## src/rtl/uart_pkg.sv

```systemverilog
// ============================================================================
//  Module      : uart_pkg
//  Description : Shared UART definitions: state encoding, data width and
//                bit-period helper used by uart_tx and uart_rx.
//  Revision    : 1.0 - initial release
// ============================================================================
`default_nettype none

package uart_pkg;

    localparam int UART_DATA_BITS = 8;

    typedef logic [1:0] uart_state_t;

    localparam uart_state_t c_ST_IDLE  = 2'd0;
    localparam uart_state_t c_ST_START = 2'd1;
    localparam uart_state_t c_ST_DATA  = 2'd2;
    localparam uart_state_t c_ST_STOP  = 2'd3;

    // Clock cycles per serial bit; integer division truncates the fraction.
    function automatic int calc_bit_clks(input int clk_freq, input int baud_rate);
        return clk_freq / baud_rate;
    endfunction

endpackage

`default_nettype wire

```

## src/rtl/baud_tick_gen.sv

```systemverilog
// ============================================================================
//  Module      : baud_tick_gen
//  Description : Bit-period counter; pulses tick on the last cycle of each
//                BIT_CLKS-long bit while enabled.
//  Revision    : 1.0 - initial release
// ============================================================================
`default_nettype none

module baud_tick_gen #(
    parameter int BIT_CLKS = 10
) (
    input  logic clk,
    input  logic rst,
    input  logic clear,
    input  logic enable,
    output logic tick
);

    localparam int CNT_W = (BIT_CLKS > 1) ? $clog2(BIT_CLKS) : 1;
    localparam logic [CNT_W-1:0] c_LAST = CNT_W'(BIT_CLKS - 1);

    logic [CNT_W-1:0] r_cnt;

    assign tick = enable && (r_cnt == c_LAST);

    always_ff @(posedge clk or negedge rst) begin
        if (!rst) begin
            r_cnt <= '0;
        end else if (clear || !enable || tick) begin
            r_cnt <= '0;
        end else begin
            r_cnt <= r_cnt + CNT_W'(1);
        end
    end

endmodule

`default_nettype wire

```

## src/rtl/uart_tx.sv

```systemverilog
// ============================================================================
//  Module      : uart_tx
//  Description : 8N1 UART transmitter; one byte per tx_start request, LSB
//                first, registered glitch-free serial output.
//  Revision    : 1.0 - initial release
// ============================================================================
`default_nettype none

module uart_tx
    import uart_pkg::*;
#(
    parameter int CLK_FREQ  = 100_000_000,
    parameter int BAUD_RATE = 9600,
    parameter int BIT_CLKS  = calc_bit_clks(CLK_FREQ, BAUD_RATE)
) (
    input  logic                      clk,
    input  logic                      rst,
    input  logic                      tx_start,
    input  logic [UART_DATA_BITS-1:0] tx_data,
    output logic                      tx_busy,
    output logic                      tx_done,
    output logic                      tx
);

    localparam logic [2:0] c_LAST_BIT = 3'(UART_DATA_BITS - 1);

    uart_state_t               r_state, w_state_next;
    logic [UART_DATA_BITS-1:0] r_shift, w_shift_next;
    logic [2:0]                r_bit_idx, w_bit_idx_next;
    logic                      r_tx, w_tx_next;
    logic                      r_busy, w_busy_next;
    logic                      r_done, w_done_next;
    logic                      w_accept;
    logic                      w_baud_en;
    logic                      w_tick;

    assign w_accept  = (r_state == c_ST_IDLE) && tx_start;
    assign w_baud_en = (r_state != c_ST_IDLE);

    baud_tick_gen #(
        .BIT_CLKS (BIT_CLKS)
    ) u_baud (
        .clk    (clk),
        .rst    (rst),
        .clear  (w_accept),
        .enable (w_baud_en),
        .tick   (w_tick)
    );

    always_ff @(posedge clk or negedge rst) begin
        if (!rst) begin
            r_state   <= c_ST_IDLE;
            r_shift   <= '0;
            r_bit_idx <= '0;
            r_tx      <= 1'b1;
            r_busy    <= 1'b0;
            r_done    <= 1'b0;
        end else begin
            r_state   <= w_state_next;
            r_shift   <= w_shift_next;
            r_bit_idx <= w_bit_idx_next;
            r_tx      <= w_tx_next;
            r_busy    <= w_busy_next;
            r_done    <= w_done_next;
        end
    end

    // Outputs are computed from the next state so tx/busy/done change on the
    // same edge as the state they describe.
    always_comb begin
        w_state_next   = r_state;
        w_shift_next   = r_shift;
        w_bit_idx_next = r_bit_idx;
        w_tx_next      = r_tx;
        w_done_next    = 1'b0;
        case (r_state)
            c_ST_IDLE: begin
                w_tx_next = 1'b1;
                if (tx_start) begin
                    w_shift_next = tx_data;
                    w_state_next = c_ST_START;
                    w_tx_next    = 1'b0;
                end
            end
            c_ST_START: begin
                if (w_tick) begin
                    w_state_next   = c_ST_DATA;
                    w_bit_idx_next = '0;
                    w_tx_next      = r_shift[0];
                end
            end
            c_ST_DATA: begin
                if (w_tick) begin
                    w_shift_next = r_shift >> 1;
                    if (r_bit_idx == c_LAST_BIT) begin
                        w_state_next = c_ST_STOP;
                        w_tx_next    = 1'b1;
                    end else begin
                        w_bit_idx_next = r_bit_idx + 3'd1;
                        w_tx_next      = r_shift[1];
                    end
                end
            end
            c_ST_STOP: begin
                if (w_tick) begin
                    w_state_next = c_ST_IDLE;
                    w_done_next  = 1'b1;
                    w_tx_next    = 1'b1;
                end
            end
            default: begin
                w_state_next = c_ST_IDLE;
                w_tx_next    = 1'b1;
            end
        endcase
        w_busy_next = (w_state_next != c_ST_IDLE);
    end

    assign tx      = r_tx;
    assign tx_busy = r_busy;
    assign tx_done = r_done;

endmodule

`default_nettype wire

```

## config.mk

```make
export PLATFORM = sky130hd
export DESIGN_NAME = uart_tx
export DESIGN_NICKNAME = d
export VERILOG_FILES = /design/src/rtl/uart_pkg.sv /design/src/rtl/baud_tick_gen.sv /design/src/rtl/uart_tx.sv
export SDC_FILE = /design/constraint.sdc
export NUM_CORES = 1
export LEC_CHECK = 0
export CAP_MARGIN = 10
export CORE_UTILIZATION = 55
export DETAILED_ROUTE_END_ITERATION = 7
export DONT_BUFFER_PORTS = 1
export PLACE_DENSITY_LB_ADDON = 0.3
export SYNTH_ARGS = -nofsm -noshare
export SYNTH_HDL_FRONTEND = slang
export SYNTH_SLANG_ARGS = --single-unit
```

## constraint.sdc

```tcl
create_clock -name clk -period 1.7 [get_ports clk]
set_clock_uncertainty 0.2 [all_clocks]
set_input_delay 0.34 -clock clk [delete_from_list [all_inputs] [get_ports clk]]
set_output_delay 0.34 -clock clk [all_outputs]
set_load 0.1 [all_outputs]
```

==> impl_metrics.yaml <==
run_status:
  status: "finished, violations left"
  violations: "negative setup slack"
synthesis:
  ys_ff_latch: 30
  ys.flop_type: "dfrtp_1"
  synth_edf_count: 0
  synth_compound_area_frac: 0.119
  netlist_top_cells_area: "dfrtp_1 48%, xnor2_1 7.0%, o221a_1 5.3%"
  synth-simple-area-share: 0.253
  synth_top_family_by_area: "simple AND/OR/NAND/NOR gates"
  ys_top_cells_by_count: "29 x dfrtp_1, 19 x nor2_1, 12 x xnor2_1, 7 x nand2b_1, 7 x o221a_1"
  yosys.area_share.xor_xnor: 0.0760
  synthAdderAreaFrac: 0.0251
  synth-seq-area-share: 0.502
  synth.area.mux_share: 0
  synth-async-reset-ratio: 1.00
  synth_area_um2: 1500
  yosysWarnings: 0
  synth_top_area_frac: 0.485
  yosysMostFrequentCell: "dfrtp_1"
  synthCells: 139
  synth_cell_types: 40
  syn_nets: 153
  syn_area_per_cell_um2: 10.8
  synth_top_area_cell: "dfrtp_1"
cells_and_area:
  drive_gt1_frac: 0.331
  multi_input_area_um2: 791
  fin_nets: 191
  nFillCells: 166
  final_util: 0.781
  area_delta_synth_final_pct: 31.6
  n_antenna_cell: 0
  area.sequential_um2: 752
sta:
  fmax_mhz: 563
  period_minus_slack_ps: 1780
  fin_ws_ps: -77.7
  rsz0062_at_grt: "yes"
  setup_viol: 10
  slew_headroom: 0.787
  tightest_slew_ps: 319
  slew_violations: 0
  fin_crit_sh: 1.05
  hold_viol: 0
clock_network:
  numCtsBuffers: 5
  clk_pin_slew_worst_paths_ps: 90
  clk_path_buf_depth: 2
  cts_max_level: 2
  cts_tree: "done"
  cts_sinks: 30
  root_buffer: "clkbuf_4"
  clk_latency_ps: 340
routing:
  drc: 0
  num_vias: 1221
  dr.pass1.iters: 4
  routed_wl_mm: 3.40
  drt_iter0_drc: 28
  antenna_left: 0
  wl_per_cell_um: 16.3
  avgViaCountPerCell: 5.87
placement:
  gp_congestion: 0.888
  portBuffers: 0
  dp_hpwl_mm: 2.27
  post-place-ws_ps: -141
critical_path:
  arrival_ps: 1800
  path_delay_family: "simple AND/OR/NAND/NOR gates"
  critPathLaunchType: "flop"
  critPathRequiredTime_ps: 1720
  slowest_stage: "dfrtp_1"
  crit_chain: "nor4b_4, and4_2, o21ai_1, a211o_1"
  cpPeakStageDelay_ps: 430
  worst-path-max-fanout: 3
  critical_path_class: "flop to flop"
  path_buf_inv: 0
  end_kind: "flop"
floorplanning:
  rows: 18
  coreArea_um2: 2520
  die_w_um: 54.2
  die_area_um2: 2940
  die_y_um: 54.2
  pin_count: 14
  initial_core_util: 0.594
hold_path:
  hold_path_class: "primary input to flop"
global_routing:
  antenna_found_initial: 0
  grt_usage: 0.269
  grt_start_max_net_pins: 31
  grt.overflow.total: 0
  grt_pass1_wl_mm: 5.32
  grt_pass1_vias: 1273
power_and_ir_drop:
  p_leak_nw: 0.892
  power_density_nw_per_um2: 970
  vdd_drop_max_uv: 794
run:
  maxCapViolations: 0
-- stage by stage --
stage	std cells	total power, W	TNS [ps]	cell area [um2]	hold WS, ps
final	208	0.00191	-632	1970	36.9
after global routing	208	0.00202	-2110	1970	18.6
after CTS	206	0.00188	-414	1920	28.4
after detailed placement	195	0.00141	-1990	1780	-155
after global placement	195	0.00137	-1070	1780	-155
after floorplan	139	0.00120	-1200	1510	-156
-- placed cells by master, fill, tap and decap left out, types with 3 or more instances in the layout --
master,count
nand2_1,4
nor3_1,5
xnor2_1,12
buf_4,28
nand2b_1,7
clkbuf_4,5
buf_12,3
o221a_1,7
nor2_1,19
nand3_1,4
dfrtp_1,29
inv_1,5
and3_1,3
nor2b_1,3
-- sequential cells by signal, indices dropped and copies added (netlist names) --
| register | cells |
|---|---|
| tx | 1 |
| tx_done | 1 |
| u_baud.r_cnt | 14 |
| r_bit_idx | 3 |
| tx_busy | 1 |
| r_state | 2 |
| r_shift | 8 |
-- report_power, final --
part	internal [W]	total [W]	switching [W]
registers	0.000818	0.000888	0.0000703
clock network	0.000204	0.000449	0.000245
logic	0.000284	0.000574	0.000290
-- cells by family after synthesis --
family          after synthesis
buf+inv                       9
xor+xnor                     13
compound gates               21
fa+ha+maj                     3
simple gates                 63
flops                        30
-- final timing paths --
check                                       from         endpoint  slack [ps]  depth (start not counted)
worst max-delay path            u_baud.r_cnt[10]     r_bit_idx[1]         -80                          4
worst min-delay path                    tx_start       r_shift[7]          40                          2
worst max register to register  u_baud.r_cnt[10]     r_bit_idx[1]         -80                          4
worst min register to register      r_bit_idx[1]     r_bit_idx[1]         350                          1
max in group asynchronous                    rst               tx         830                          2
min in group asynchronous                    rst  u_baud.r_cnt[6]         230                          2
-- layout make-up --
type	count	share of cell area
clock buffer	8	0.0298
inverter	5	0.00952
multi-input combinational	100	0.401
sequential	30	0.382
tap	30	0.0190
timing repair buffer	35	0.159
-- per-layer routing --
layer | vias to the layer above | share of wire | global-route usage
li1 | 582 | - | -
met5 | - | 0 | 0
met4 | 0 | 0.027 | 0.167
met3 | 10 | 0.027 | 0.0593
met2 | 26 | 0.53 | 0.461
met1 | 603 | 0.41 | 0.300
-- what timing repair did --
item | in CTS | in global routing
endpoints found under the hold margin | 31 | 0
gates resized for setup | 11 | 6
hold buffers | 3 | 0
buffers inserted | 0 | 2
setup endpoints to repair | 26 | 29
pin swaps | 13 | 7
Power figures use the tool's default switching activity.
